`src/rtl/cpu_types_pkg.sv`:
```
// cpu_types_pkg: shared CPU word type plus instruction-cache frame type, FSM states and width helpers.
//   Types:     word_t, icache_tag_t, icache_frame_t, icache_state_t
//   Constants: WORD_W, BYTE_OFF_W, ICACHE_TAG_MAX_W
//   Function:  icache_tag(addr, idx_w) -> tag bits above index, zero-extended
package cpu_types_pkg;
    localparam int WORD_W     = 32;
    localparam int BYTE_OFF_W = 2;
    // Widest tag occurs at the smallest legal cache (2 sets, 1 index bit).
    localparam int ICACHE_TAG_MAX_W = WORD_W - BYTE_OFF_W - 1;

    typedef logic [WORD_W-1:0]           word_t;
    typedef logic [ICACHE_TAG_MAX_W-1:0] icache_tag_t;

    typedef struct packed {
        logic        valid;
        icache_tag_t tag;
        word_t       data;
    } icache_frame_t;

    typedef enum logic {
        ICACHE_IDLE  = 1'b0,
        ICACHE_FETCH = 1'b1
    } icache_state_t;

    // Tag is everything above byte offset and index; upper bits beyond the
    // real tag width are always zero, so stored and compared tags line up.
    function automatic icache_tag_t icache_tag(input word_t addr, input int idx_w);
        word_t w_shifted;
        w_shifted = addr >> (BYTE_OFF_W + idx_w);
        return w_shifted[ICACHE_TAG_MAX_W-1:0];
    endfunction
endpackage

```
`src/rtl/icache_array.sv`:
```
// icache_array: direct-mapped frame storage, one combinational read port and one write port.
//   i_clk      clock
//   i_rst      synchronous active-high reset, clears valid bits only
//   i_rd_idx   read index;   o_rd_frame frame at that index
//   i_wr_en    write enable; i_wr_idx / i_wr_frame write index and frame
module icache_array
    import cpu_types_pkg::*;
#(
    parameter int SETS  = 16,
    parameter int IDX_W = $clog2(SETS)
) (
    input  logic             i_clk,
    input  logic             i_rst,
    input  logic [IDX_W-1:0] i_rd_idx,
    output icache_frame_t    o_rd_frame,
    input  logic             i_wr_en,
    input  logic [IDX_W-1:0] i_wr_idx,
    input  icache_frame_t    i_wr_frame
);
    logic [SETS-1:0] r_valid;
    icache_tag_t     r_tag  [SETS];
    word_t           r_data [SETS];

    always_ff @(posedge i_clk) begin
        if (i_rst)
            r_valid <= '0;
        else if (i_wr_en)
            r_valid[i_wr_idx] <= i_wr_frame.valid;
    end

    always_ff @(posedge i_clk) begin
        if (i_wr_en) begin
            r_tag[i_wr_idx]  <= i_wr_frame.tag;
            r_data[i_wr_idx] <= i_wr_frame.data;
        end
    end

    assign o_rd_frame.valid = r_valid[i_rd_idx];
    assign o_rd_frame.tag   = r_tag[i_rd_idx];
    assign o_rd_frame.data  = r_data[i_rd_idx];
endmodule

```
`src/rtl/icache.sv`:
```
// icache: direct-mapped, one-word-per-frame instruction cache with blocking miss handling.
//   CLK, RST            clock, synchronous active-high reset
//   imemREN, imemaddr   datapath read request and byte address
//   ihit, imemload      hit flag and instruction word (combinational)
//   iREN, iaddr         memory read request and word-aligned address
//   iwait, iload        memory busy flag and returned data
module icache
    import cpu_types_pkg::*;
#(
    parameter int SETS = 16
) (
    input  logic  CLK,
    input  logic  RST,
    input  logic  imemREN,
    input  word_t imemaddr,
    output logic  ihit,
    output word_t imemload,
    output logic  iREN,
    output word_t iaddr,
    input  logic  iwait,
    input  word_t iload
);
    localparam int IDX_W = $clog2(SETS);

    icache_state_t r_state, w_next_state;
    word_t         r_req_addr;
    icache_frame_t w_rd_frame, w_wr_frame;
    logic          w_hit, w_miss, w_fill;

    assign w_hit  = (r_state == ICACHE_IDLE) && imemREN && w_rd_frame.valid
                    && (w_rd_frame.tag == icache_tag(imemaddr, IDX_W));
    assign w_miss = (r_state == ICACHE_IDLE) && imemREN && !w_hit;
    // Reset wins over a completing fetch: the returned word is dropped.
    assign w_fill = (r_state == ICACHE_FETCH) && !iwait && !RST;

    assign w_wr_frame.valid = 1'b1;
    assign w_wr_frame.tag   = icache_tag(r_req_addr, IDX_W);
    assign w_wr_frame.data  = iload;

    icache_array #(.SETS(SETS), .IDX_W(IDX_W)) u_array (
        .i_clk      (CLK),
        .i_rst      (RST),
        .i_rd_idx   (imemaddr[BYTE_OFF_W +: IDX_W]),
        .o_rd_frame (w_rd_frame),
        .i_wr_en    (w_fill),
        .i_wr_idx   (r_req_addr[BYTE_OFF_W +: IDX_W]),
        .i_wr_frame (w_wr_frame)
    );

    always_ff @(posedge CLK) begin
        if (RST) begin
            r_state    <= ICACHE_IDLE;
            r_req_addr <= '0;
        end else begin
            r_state <= w_next_state;
            if (w_miss)
                r_req_addr <= {imemaddr[WORD_W-1:BYTE_OFF_W], {BYTE_OFF_W{1'b0}}};
        end
    end

    always_comb begin
        w_next_state = r_state;
        if (r_state == ICACHE_IDLE)
            w_next_state = w_miss ? ICACHE_FETCH : ICACHE_IDLE;
        else
            w_next_state = iwait ? ICACHE_FETCH : ICACHE_IDLE;
    end

    // A new address seen during FETCH is ignored until the fill completes.
    always_comb begin
        ihit     = w_hit;
        imemload = w_rd_frame.data;
        iREN     = (r_state == ICACHE_FETCH);
        iaddr    = r_req_addr;
    end
endmodule

```
`config.mk`:
```
export PLATFORM = sky130hd
export DESIGN_NAME = icache
export DESIGN_NICKNAME = d
export VERILOG_FILES = /design/src/rtl/cpu_types_pkg.sv /design/src/rtl/icache_array.sv /design/src/rtl/icache.sv
export SDC_FILE = /design/constraint.sdc
export NUM_CORES = 1
export LEC_CHECK = 0
export BUFFER_PORTS_ARGS = -buffer_cell sky130_fd_sc_hd__buf_2
export CAP_MARGIN = 20
export CORE_UTILIZATION = 60
export DETAILED_ROUTE_END_ITERATION = 8
export PLACE_DENSITY_LB_ADDON = 0.3
export SYNTH_ARGS = -nofsm -noshare
export SYNTH_HDL_FRONTEND = slang
export SYNTH_HIERARCHICAL = 1
export SYNTH_SLANG_ARGS = --single-unit
```
`constraint.sdc`:
```
create_clock -name CLK -period 6.5 [get_ports CLK]
set_input_delay 0.325 -clock CLK [delete_from_list [all_inputs] [get_ports CLK]]
set_output_delay 0.325 -clock CLK [all_outputs]
set_load 0.01 [all_outputs]
```
==> qor.yml <==
place:
  port_buffers: 129
  gp_congestion: 0.821
  dpl-instance-area_sq_um: 41400
  dp_hpwl_um: 45800
  preCtsSetupSlack_ps: 2070
detailed_routing:
  drc_errors: 0
  drt-initial-drc-count: 2563
  ant_nets: 0
  wl_per_cell_um: 30.4
  vias: 20227
  drt_pass1_iterations: 7
  routed_via_density: 6.67
  finalWirelength_um: 92100
min_path:
  hold_class: "in -> reg"
logic_synthesis:
  synthCells: 1864
  synth_top_area_cell: "edfxtp_1"
  avgSynthCellArea_sq_um: 21.2
  ys_seq_area_share_pct: 76.7
  synth_top_area_share_pct: 74.3
  synthMuxAreaShare_pct: 14.2
  synth_xor_area_share_pct: 0.577
  ys.flop_type: "edfxtp_1"
  async_flop_share_pct: 0
  synth_top_family_by_area: "multiplexers"
  ys_ff_latch: 1023
  ys_top_cells_by_area: "edfxtp_1, mux4_2, dfxtp_1"
  yosys.area_share.simple_pct: 2.64
  syn-cell-area_sq_um: 39500
  synth_fa_ha_area_share_pct: 0
  synth_edf_count: 976
  synth_cell_type_count: 35
  synth_warnings: 6
  synth_compound_area_share_pct: 4.12
power_and_ir_drop:
  p_comb_share_pct: 4.7
  internal_power_mw: 10.7
  peakVddDrop_uv: 251
  leakage_nw: 14.9
  switching_share_pct: 21.1
  clock_power_share_pct: 41.5
  power_density_nw_per_um2: 302
  pwr-share-seq_pct: 53.8
  p_sw_mw: 2.86
timing:
  worst_slack_ps: 2600
  drv_slew: 0
  maxSlewHeadroom_pct: 21.9
  rsz0062_at_grt: "no"
  hold_violations: 0
  fin_skew_ps: 23.4
  fin_setup_tns_ps: 0
  fin_crit_sh_pct: 59.9
  tightest_slew_ps: 1170
  setup_viol: 0
  fin_crit_ps: 3900
  max_freq_ghz: 0.257
floorplan:
  start_util_pct: 61.0
  die_y_um: 258
  fp-row-count: 93
  die_area_sq_um: 66800
  core-area_sq_um: 64700
  pin_count: 134
  die_w_um: 258
clock_tree:
  cts_root_buf: "clkbuf_16"
  clk_pin_slew_ps: 60
  worst_skew_pair.late_latency_ps: 670
  htreeDepth: 3
  clk_path_buf_depth: 3
  cts_made_buffers: 99
  clock_sinks: 1023
  cts_tree: "yes"
setup_path:
  path_class: "in -> out"
  arrival_ps: 3570
  cp_max_fo: 69
  end_kind: "output port"
  required_ps: 6170
  worstSetupStartpointType: "primary input"
global_route:
  grt_max_degree: 84
  grt_overflow: 0
  grt_usage_pct: 28.2
  antenna_found_initial: 2
  grt_pass1_wl_um: 135000
  grt_pass1_vias: 20834
finish:
  layout_commonest_cell: "edfxtp_1"
  finalNetCount: 2167
  final_util_pct: 69.4
  drive_above_1_share_pct: 27.4
  layout_common_cells: "edfxtp_1, mux4_2, buf_2, a22oi_1, clkbuf_16"
  syn2layout_area_growth_pct: 13.9
  insertedDiodeCount: 0
  stdcell_area_sq_um: 44900
job:
  maxCapViolations: 0
status:
  outcome: "finished clean"
## synthesized netlist by cell type (all sizes together), types with 3 or more instances
| master | instances |
|---|---|
| mux4 | 248 |
| xor2 | 26 |
| a32oi | 30 |
| clkbuf | 65 |
| nor4 | 12 |
| o21ai | 16 |
| edfxtp | 976 |
| nand3b | 3 |
| a21oi | 16 |
| nor2 | 20 |
| nand3 | 14 |
| buf | 56 |
| a22oi | 124 |
| and2 | 31 |
| o41ai | 30 |
| nand4 | 5 |
| dfxtp | 47 |
| inv | 30 |
| nor2b | 34 |
| nand2b | 3 |
| nand2 | 63 |
## metrics by stage
| step | total power, mW | std cells | hold slack [ps] |
|---|---|---|---|
| floorplan | 7.82 | 1913 | 424 |
| global placement | 8.04 | 2823 | 459 |
| detailed placement | 8.06 | 2825 | 470 |
| CTS | 13.6 | 3031 | 2.45 |
| global route | 13.9 | 3034 | 6.13 |
| finish | 13.6 | 3034 | 28.9 |
## metal layers
metal / global-route usage, % / wire length (um) / vias to the layer above
li1: - / - / 8242
met1: 37.9 / 33900 / 10600
met2: 46.4 / 46600 / 1193
met3: 5.93 / 8640 / 188
met4: 9.96 / 2940 / 4
met5: 0 / 27 / -
## layout make-up
class | instances | area (sq um)
flip-flops and latches | 1023 | 30200
inverters | 30 | 113
clock buffers | 124 | 2600
well taps | 855 | 1070
multi-input cells | 739 | 8820
fillers | 3900 | 19800
repair buffers | 206 | 1470
clock inverters | 57 | 594
## final timing paths
path	from	end	slack, ps	depth (start not counted)
worst max register to register	iREN	u_array/r_data[6][20]	2680	4
worst min register to register	u_array/r_valid[15]	u_array/r_valid[15]	480	2
worst max-delay path	imemaddr[2]	imemload[14]	2600	7
worst min-delay path	iload[5]	u_array/r_data[14][5]	30	1
## critical path, cell delays in order
cell	delay (ps)
buf_8	570
buf_4	610
buf_4	740
mux4_2	600
a22oi_1	270
nand2_1	150
buf_2	170
## repair_timing
item | 4_1_cts | 5_1_grt
endpoints found under the hold margin | 25 | 0
buffers inserted | 0 | 0
endpoints found under the setup margin | 0 | 0
gates resized for setup | 0 | 0
hold buffers | 25 | 0
## flip-flops by register name, summed over array words and instances (netlist names)
| signal | count |
|---|---|
| u_array/r_data | 512 |
| u_array/r_tag | 464 |
| iaddr | 30 |
| u_array/r_valid | 16 |
| iREN | 1 |
## cells by family (layout without fill, tap and decap cells)
group                     Yosys count  in the layout
AOI/OAI and AO/OA                 217            217
xor gates and xnor gates           26             26
buffers and inverters             151            417
DFF                              1023           1023
muxes                             248            248
other                               2             51
and+or+nand+nor                   197            197
## power by group through the flow
stage                     Combinational [mW]  Sequential, mW  Clock [mW]
after floorplan                        0.382            7.43           0
after global placement                 0.599            7.44           0
after detailed placement               0.613            7.45           0
after CTS                              0.633            7.31        5.68
after global routing                   0.676            7.31        5.94
final                                  0.635            7.31        5.63
Note: power is estimated with default switching activity, not from simulation.
